[src/rtl/tecla_scheduler.sv]
// Purpose: debounces six piano keys and picks the one note that drives the tone pin and the VGA key highlight.
// Latency: a stable key change reaches note_code DEBOUNCE_CYCLES+3 clocks later; key_display follows on the next frame_start.
// Backpressure: none; keys are free-running levels and the outputs are always valid.
module tecla_scheduler #(
    parameter int DEBOUNCE_CYCLES = 500000
) (
    input  logic       clk50mhz,
    input  logic       reset,
    input  logic [5:0] tecla,
    input  logic       frame_start,
    output logic [2:0] note_code,
    output logic [5:0] key_display,
    output logic       tone_out,
    output logic       note_valid
);

    localparam int CW = $clog2(DEBOUNCE_CYCLES);
    localparam logic [CW-1:0] CNT_LAST = CW'(DEBOUNCE_CYCLES - 1);

    typedef enum logic {IDLE, PLAY} state_t;

    logic [5:0]    sync1, sync2;
    logic [5:0]    db, db_d;
    logic [CW-1:0] cnt [6];
    logic [5:0]    press, press_other, cur_mask;
    state_t        state, state_nxt;
    logic [2:0]    note_nxt;
    logic          note_chg;
    logic [16:0]   tone_cnt, half_last;

    // Code of the lowest set bit (index+1), 0 when no bit is set.
    function automatic logic [2:0] lowest_code(input logic [5:0] v);
        logic [2:0] code;
        code = 3'd0;
        for (int i = 5; i >= 0; i--) begin
            if (v[i]) code = 3'(i + 1);
        end
        return code;
    endfunction

    // One-hot key mask for a note code; all zero for silence.
    function automatic logic [5:0] code_onehot(input logic [2:0] code);
        logic [5:0] m;
        m = 6'd0;
        for (int i = 0; i < 6; i++) begin
            if (code == 3'(i + 1)) m[i] = 1'b1;
        end
        return m;
    endfunction

    // Two-flop synchroniser: keys are asynchronous to the clock.
    always_ff @(posedge clk50mhz or negedge reset) begin
        if (!reset) begin
            sync1 <= 6'd0;
            sync2 <= 6'd0;
        end else begin
            sync1 <= tecla;
            sync2 <= sync1;
        end
    end

    // Debounce: a level is accepted only after DEBOUNCE_CYCLES consecutive mismatching clocks.
    always_ff @(posedge clk50mhz or negedge reset) begin
        if (!reset) begin
            db   <= 6'd0;
            db_d <= 6'd0;
            for (int i = 0; i < 6; i++) cnt[i] <= '0;
        end else begin
            db_d <= db;
            for (int i = 0; i < 6; i++) begin
                if (sync2[i] == db[i]) begin
                    cnt[i] <= '0;
                end else if (cnt[i] == CNT_LAST) begin
                    db[i]  <= ~db[i];
                    cnt[i] <= '0;
                end else begin
                    cnt[i] <= cnt[i] + CW'(1);
                end
            end
        end
    end

    assign press       = db & ~db_d;
    assign cur_mask    = code_onehot(note_code);
    assign press_other = press & ~cur_mask;

    // State and note register.
    always_ff @(posedge clk50mhz or negedge reset) begin
        if (!reset) begin
            state     <= IDLE;
            note_code <= 3'd0;
        end else begin
            state     <= state_nxt;
            note_code <= note_nxt;
        end
    end

    // Key policy: newest press wins (lowest index on ties); releasing the current key falls back to the lowest held key.
    always_comb begin
        state_nxt = state;
        note_nxt  = note_code;
        case (state)
            IDLE: begin
                note_nxt = 3'd0;
                if (|press) begin
                    state_nxt = PLAY;
                    note_nxt  = lowest_code(press);
                end
            end
            PLAY: begin
                if (|press_other) begin
                    note_nxt = lowest_code(press_other);
                end else if (!(|(db & cur_mask))) begin
                    note_nxt = lowest_code(db);
                    if (note_nxt == 3'd0) state_nxt = IDLE;
                end
            end
            default: begin
                state_nxt = IDLE;
                note_nxt  = 3'd0;
            end
        endcase
    end

    assign note_chg   = (note_nxt != note_code);
    assign note_valid = |note_code;

    // Half-period ROM, stored as the terminal count (half-period minus one).
    always_comb begin
        half_last = 17'd0;
        case (note_code)
            3'd1:    half_last = 17'd95555;
            3'd2:    half_last = 17'd85130;
            3'd3:    half_last = 17'd75842;
            3'd4:    half_last = 17'd71585;
            3'd5:    half_last = 17'd63775;
            3'd6:    half_last = 17'd56817;
            default: half_last = 17'd0;
        endcase
    end

    // Square wave; restarts low on the same edge that changes the note so every note begins phase-aligned.
    always_ff @(posedge clk50mhz or negedge reset) begin
        if (!reset) begin
            tone_cnt <= 17'd0;
            tone_out <= 1'b0;
        end else if (state_nxt == IDLE || note_chg) begin
            tone_cnt <= 17'd0;
            tone_out <= 1'b0;
        end else if (tone_cnt == half_last) begin
            tone_cnt <= 17'd0;
            tone_out <= ~tone_out;
        end else begin
            tone_cnt <= tone_cnt + 17'd1;
        end
    end

    // Highlight only changes in vertical blank so the screen never tears mid-frame.
    always_ff @(posedge clk50mhz or negedge reset) begin
        if (!reset) begin
            key_display <= 6'd0;
        end else if (frame_start) begin
            key_display <= code_onehot(note_code);
        end
    end

endmodule

[config.mk]
export PLATFORM = sky130hd
export DESIGN_NAME = tecla_scheduler
export DESIGN_NICKNAME = d
export VERILOG_FILES = /design/src/rtl/tecla_scheduler.sv
export SDC_FILE = /design/constraint.sdc
export NUM_CORES = 1
export LEC_CHECK = 0
export CAP_MARGIN = 20
export CORE_UTILIZATION = 62
export DETAILED_ROUTE_END_ITERATION = 8
export GPL_TIMING_DRIVEN = 0
export PLACE_DENSITY = 0.86
export SKIP_CTS_REPAIR_TIMING = 1
export SLEW_MARGIN = 20
export SYNTH_ARGS = -nofsm -noshare
export SYNTH_HDL_FRONTEND = slang
export SYNTH_SLANG_ARGS = --single-unit
[constraint.sdc]
create_clock -name clk50mhz -period 3.8 [get_ports clk50mhz]
set_input_delay 0.57 -clock clk50mhz [delete_from_list [all_inputs] [get_ports clk50mhz]]
set_output_delay 0.57 -clock clk50mhz [all_outputs]
set_load 0.01 [all_outputs]
==> Word level (Yosys, flattened, before mapping) <==
Cells that the tools add are included.
{ "classes": {"n_addsub": 7, "eq_ne": 20, "mux": 53, "bitwise": 20, "reduce_logical": 13} }
{ "op_table": {"columns": ["cell", "count"], "rows": [
  ["19-bit 2-to-1 mux", 12],
  ["19-bit by 1-bit adder with 19-bit output (second input constant)", 6],
  ["19-bit == test (second input constant)", 6],
  ["17-bit case mux with 6 select lines", 1],
  ["3-bit 2-to-1 mux", 24],
  ["17-bit 2-to-1 mux", 2],
  ["6-bit AND", 3],
  ["6-bit OR reduction", 3],
  ["17-bit by 1-bit adder with 17-bit output (second input constant)", 1],
  ["17-bit == test", 1],
  ["1-bit inverter", 15],
  ["1-bit 2-to-1 mux", 12],
  ["6-bit inverter", 2],
  ["2-bit AND reduction", 6],
  ["3-bit == test (second input constant)", 3],
  ["1-bit == test", 6],
  ["3-bit by 2-bit == test with 1-bit output (second input constant)", 2],
  ["3-bit case mux with 2 select lines", 1],
  ["3-bit by 1-bit == test with 1-bit output (second input constant)", 1],
  ["3-bit zero test", 1],
  ["3-bit inequality test", 1],
  ["3-bit OR reduction", 1],
  ["1-bit case mux with 2 select lines", 1],
  ["2-bit nonzero test", 1],
  ["1-bit logical OR", 1]
]} }
{ "word_totals": {"ff_bits": 166, "inputBits": 9, "out_inout_bits": 11, "elab_cells": 133} }

==> Longest topological paths before layout <==
{ "depth": {"word_depth": 17, "ltp_mapped": 13, "ltp_nobuf": 9} }

==> Worst setup path after synthesis <==
OpenSTA, ideal clock, no wires.
{ "synth_path": {"path_kind": "flip-flop to flip-flop", "from": "reg note_code[0]", "to": "reg tone_cnt[12]", "setup_ps": 120, "arrival_time_ps": 2679, "required_ps": 3680, "setup_slack_ps": 1001, "path_stages_with_launch": 13, "n_path_buf": 3, "synth_period_minus_slack_ps": 2799, "path_cell_list": "dfrtp_1 -> buf_6 -> inv_1 -> ha_1 -> xor2_1 -> or4_4 -> a221oi_2 -> o2111ai_2 -> nor4_4 -> nand2b_1 -> buf_6 -> buf_12 -> nor3_2"} }
{ "synth_via": {"elab_chain_cells": 15, "elab_cells_between_ends": 36, "classes_between": "eq/ne (8); mux (21); bitwise (4); reduce/logical (3)"} }
{ "synth_rtl": {"columns": ["item", "line", "text"], "rows": [
  ["start, declared", "11", "output logic [2:0] note_code,"],
  ["start signal, assigned", "94", "note_code <= note_nxt;"],
  ["3-bit == test", "46, 131", null],
  ["1-bit 2-to-1 mux", "46", "if (code == 3'(i + 1)) m[i] = 1'b1;"],
  ["6-bit inverter", "85", "assign press_other = press & ~cur_mask;"],
  ["6-bit AND", "85", null],
  ["3-bit 2-to-1 mux (6 in a row)", "36", "if (v[i]) code = 3'(i + 1);"],
  ["3-bit 2-to-1 mux", "111", "if (|press_other) begin"],
  ["3-bit case mux with 2 select lines", "102", "case (state)"],
  ["3-bit inequality test", "125", "assign note_chg = (note_nxt != note_code);"],
  ["1-bit logical OR", "147", "end else if (state_nxt == IDLE || note_chg) begin"],
  ["17-bit 2-to-1 mux *", "147", null],
  ["end signal, assigned", "154", "tone_cnt <= tone_cnt + 17'd1;"],
  ["end, declared", "29", "logic [16:0] tone_cnt, half_last;"]
]} }
Mark *: on every way between the ends. The rest lies on a longest branch, timed or not.
A chain may end at the register's enable or synchronous reset.

==> Worst setup path after layout <==
{ "layout_path": {"from": "reg note_code[0]", "to": "reg tone_cnt[8]"} }
Same word-level chain as after synthesis.

==> impl.org <==
** Route
- In the final routed layout, each cell accounts on average for 14.4 um.
- The detailed router finished its first iteration with 409 violations.
- Using the TritonRoute via totals, the vias-per-cell ratio works out to 5.65.
- The final route contains 6107 vias.
- Number of antenna-violating nets in the routed design :: 0
- Post-route DRC violation count :: 0
- The first detailed-routing pass took 7 iterations.
- Routed wire length :: 15600 um

** CTS
- The longest clock path from root to sink contains 2 buffers.
- Clock transition at path regs :: 60 ps
- Count of H-tree levels built during CTS :: 4
- Clock Sinks :: 166
- The number of clock buffers added by TritonCTS is 17.
- CTS placed an instance of clkbuf_16 at the clock tree root.
- The clock reaches the later pin of the worst-skew pair after 430 ps.
- TritonCTS built the clock tree.

** Final layout
- Layout cells sized above 1 :: 0.0972
- After filler insertion, the fill cell instance count of the layout stands at 957.
- Number of nets in the layout :: 912
- In the final layout, flip-flops and latches occupy 4150 um2.
- Final core area utilization :: 0.713
- Finished Layout Cells :: 1081
- After routing the design area is 9440 um2.
- Summing all multi-input logic gate instances after layout gives 3970 um2.
- Growth of design area from synthesis to finish :: 12.1%
- In the layout the commonest cells are dfrtp_1, nor2_1, xor2_1.
- The library cell used most frequently in the layout, excluding fill and tap cells, is dfrtp_1.
- Number of diodes added for antenna fixing :: 0

** Place
- Weighted congestion at the end of routability-driven global placement :: 0.893
- Quantity of I/O buffers inserted on ports :: 18
- Post-DP HPWL :: 10700 um
- Counting tap cells, the placed design contains a total of 1049 instances.
- Before CTS, the worst setup slack after placement is 652 ps.
- Area of placed instances :: 8850 um2

** Worst setup path
- Reg2Reg Depth :: 12
- Cell seen most often among critical-path stages :: buf_6
- Worst endpoint data arrival time :: 3530 ps
- Critical path depth in cells :: 12
- Traced cell by cell, the critical path runs through buf_6, inv_1, ha_1, buf_4, nand2_1, a222oi_1, nand3b_1, nor2_1, a2bb2oi_2, nand4_4, buf_6, nor3_2.
- Type of element launching the critical path :: flop
- Data required, critical path :: 4140 ps
- Grouping stages by cell kind, the critical path spends the most delay in simple AND/OR/NAND/NOR gates.
- The critical path is of the flop to flop type.
- The worst setup path is captured at a flop.
- Buffers and inverters on the worst path :: 4
- Maximum fanout along the worst path :: 10
- For this design, the slowest cell found on the critical path is dfrtp_1.
- The largest single stage delay on the critical path is 430 ps.

** STA
- Headroom to the max-slew limit came out at 0.588.
- At the pin with the least slew margin, the transition time is 618 ps.
- Setup TNS :: 0 ps
- Total count of max-transition violations in the final report :: 0
- Unrepaired setup endpoints after global routing :: false
- Based on the critical path, the design can be clocked at up to 314 MHz.
- Final Hold Violating Endpoints :: 0
- Setup violations remaining at the end of the flow were counted as 0.
- Worst slack on hold paths :: 136 ps
- The routed design could run at a clock period as short as 3190 ps.
- Once routing completed, OpenROAD measured the worst setup slack at 611 ps.
- Period utilization :: 0.839
- Post-route clock skew :: 10.1 ps

** Synth
- Sequential share of the synthesized area :: 0.493
- Synthesized netlist net count :: 874
- During synthesis, Yosys emitted a total of 0 warnings.
- The average instance in the mapped netlist occupies 9.86 um2.
- Cell area after synthesis :: 8420 um2
- Ys async rst share :: 1.00
- The compound-cell area share of the yosys netlist is 0.0649.
- Largest family of logic cells by synthesized area :: simple AND/OR/NAND/NOR gates
- Number of instances in the synthesized netlist :: 854
- Number of synthesized flops with an enable pin :: 0
- Yosys cell types :: 69
- In the post-synthesis netlist, the biggest area contributors are dfrtp_1, xor2_1, nor2_1.
- Simple-gate share of the synthesized area :: 0.252
- Adder-cell share of the synthesized area :: 0.0163
- Primary FF master, synth :: dfrtp_1
- Number of register bits inferred by synthesis :: 166
- Of the post-synthesis cell area, the dominant cell type holds 0.493.
- Of the total synthesized cell area, the portion taken by XOR and XNOR cells is 0.127.
- Multiplexer fraction of the synthesized cell area :: 0.0105
- dfrtp_1 takes more of the synthesized area than any other cell.

** Power
- Net switching share of the total power :: 0.222
- The internal power of the cells totals 2.79 mW.
- Net switching component of the power :: 0.794 mW
- Dividing total power by cell area gives a power density of 379 nW/um2.
- Total chip power :: 3.58 mW
- Portion of total power attributed to combinational logic :: 0.028
- LEAKAGE :: 4.02 nW
- The worst-case IR drop observed on VDD is 372 uV.
- Share of total power in the clock network :: 0.467
- Of the total power, registers draw 0.505.

** Floorplan
- Placement Rows :: 42
- Chip width :: 119 um
- Starting density of the core :: 0.636
- The floorplan step set the die height to 119 um.
- In this run the count of I/O pins placed on the die edge is 20.
- Area of the core :: 13200 um2
- Die area :: 14100 um2

** Global route
- Met2 Track Usage GR :: 0.385
- Total routing usage reported by global routing :: 0.244
- Summed over all layers, the global routing overflow is 0.
- The initial antenna violation count came to 0.
- The first global-routing pass estimated 27500 um of wire.
- Vias in the first global route :: 5982
- Met3 Use GR :: 0.0521
- Pin count of the biggest net entering global routing :: 85
- For this run, global-route usage on met1 was measured as 0.330.
- Grt peak-use layer :: met2

** Job
- MaxCap Viol Count :: 0

** Run status
- The flow ran to the end, and the final reports show no timing, DRC or antenna violations.

** Hold path
- In this run the worst hold path is classified as primary input to async pin.
-- power by group through the flow --
stage / registers, mW / clock network, mW / logic [mW]
2_1_floorplan: 1.84 / 0 / 0.0471
3_3_place_gp: 1.84 / 0 / 0.0981
3_5_place_dp: 1.84 / 0 / 0.104
4_1_cts: 1.81 / 1.70 / 0.105
5_1_grt: 1.81 / 1.78 / 0.119
6_report: 1.81 / 1.67 / 0.101
-- logic make-up after synthesis --
| family | Yosys count |
|---|---|
| buffers and inverters | 59 |
| AOI/OAI and AO/OA | 79 |
| muxes | 8 |
| and+or+nand+nor | 409 |
| adders and majority gates | 11 |
| DFF | 166 |
| xor gates and xnor gates | 122 |
-- flip-flops by register name, indices dropped and copies added, names as in the netlist --
register	count
db_d	6
cnt	114
db	6
sync2	6
tone_cnt	17
tone_out	1
sync1	6
key_display	6
note_code	3
state	1
-- worst reg2reg max path, cell delays in order (launching register included) --
cell       delay (ps)
dfrtp_1           430
buf_6             160
inv_1             150
ha_1              350
buf_4             240
nand2_1            80
a222oi_1          390
nand3b_1          270
nor2_1            220
a2bb2oi_2         200
nand4_4           220
buf_6             230
nor3_2            180
-- worst paths after layout --
| path | startpoint | endpoint | slack [ps] |
|---|---|---|---|
| hold / removal | reset | cnt[47] | 140 |
| hold reg to reg | sync1[3] | sync2[3] | 350 |
| min in group clk50mhz | sync1[3] | sync2[3] | 350 |
| max in group asynchronous | reset | cnt[72] | 2860 |
| setup reg to reg | note_code[0] | tone_cnt[8] | 610 |
| setup / recovery | note_code[0] | tone_cnt[8] | 610 |
-- layout make-up --
type	instances	share of cell area
Timing Repair Buffer	19	0.0225
Inverter	24	0.00954
Tap cell	176	0.0233
Clock buffer	20	0.0494
Sequential cell	166	0.440
Clock inverter	12	0.0126
Multi-Input combinational cell	629	0.420
Buffer	35	0.0225
-- cells in the mapped netlist (all sizes together) (2+ instances only) --
cell     count
a221oi       4
nand4        9
nor3b        5
ha          11
a21oi       19
o22ai        2
clkbuf      17
nor4b        5
nor4bb       2
o311ai       2
nand3       60
and4        11
buf         17
o21ai       25
xnor2       50
a31oi        2
dfrtp      166
nand2b      12
a21boi       3
or3         13
o211ai       2
nor2       133
nand2       59
xor2        72
o31a         2
mux2         7
a222oi       2
nor2b       10
a22oi        3
nor3        36
inv         24
or2          6
nand3b       3
a211oi       3
or4          3
nor4        12
a2111oi      2
and3        24
and2         4
-- per-layer routing --
layer	up-vias	wire (um)
li1	3002	-
met1	2956	7190
met2	122	7520
met3	27	584
met4	0	313
met5	-	0
Note: power is estimated with default switching activity, not from simulation.
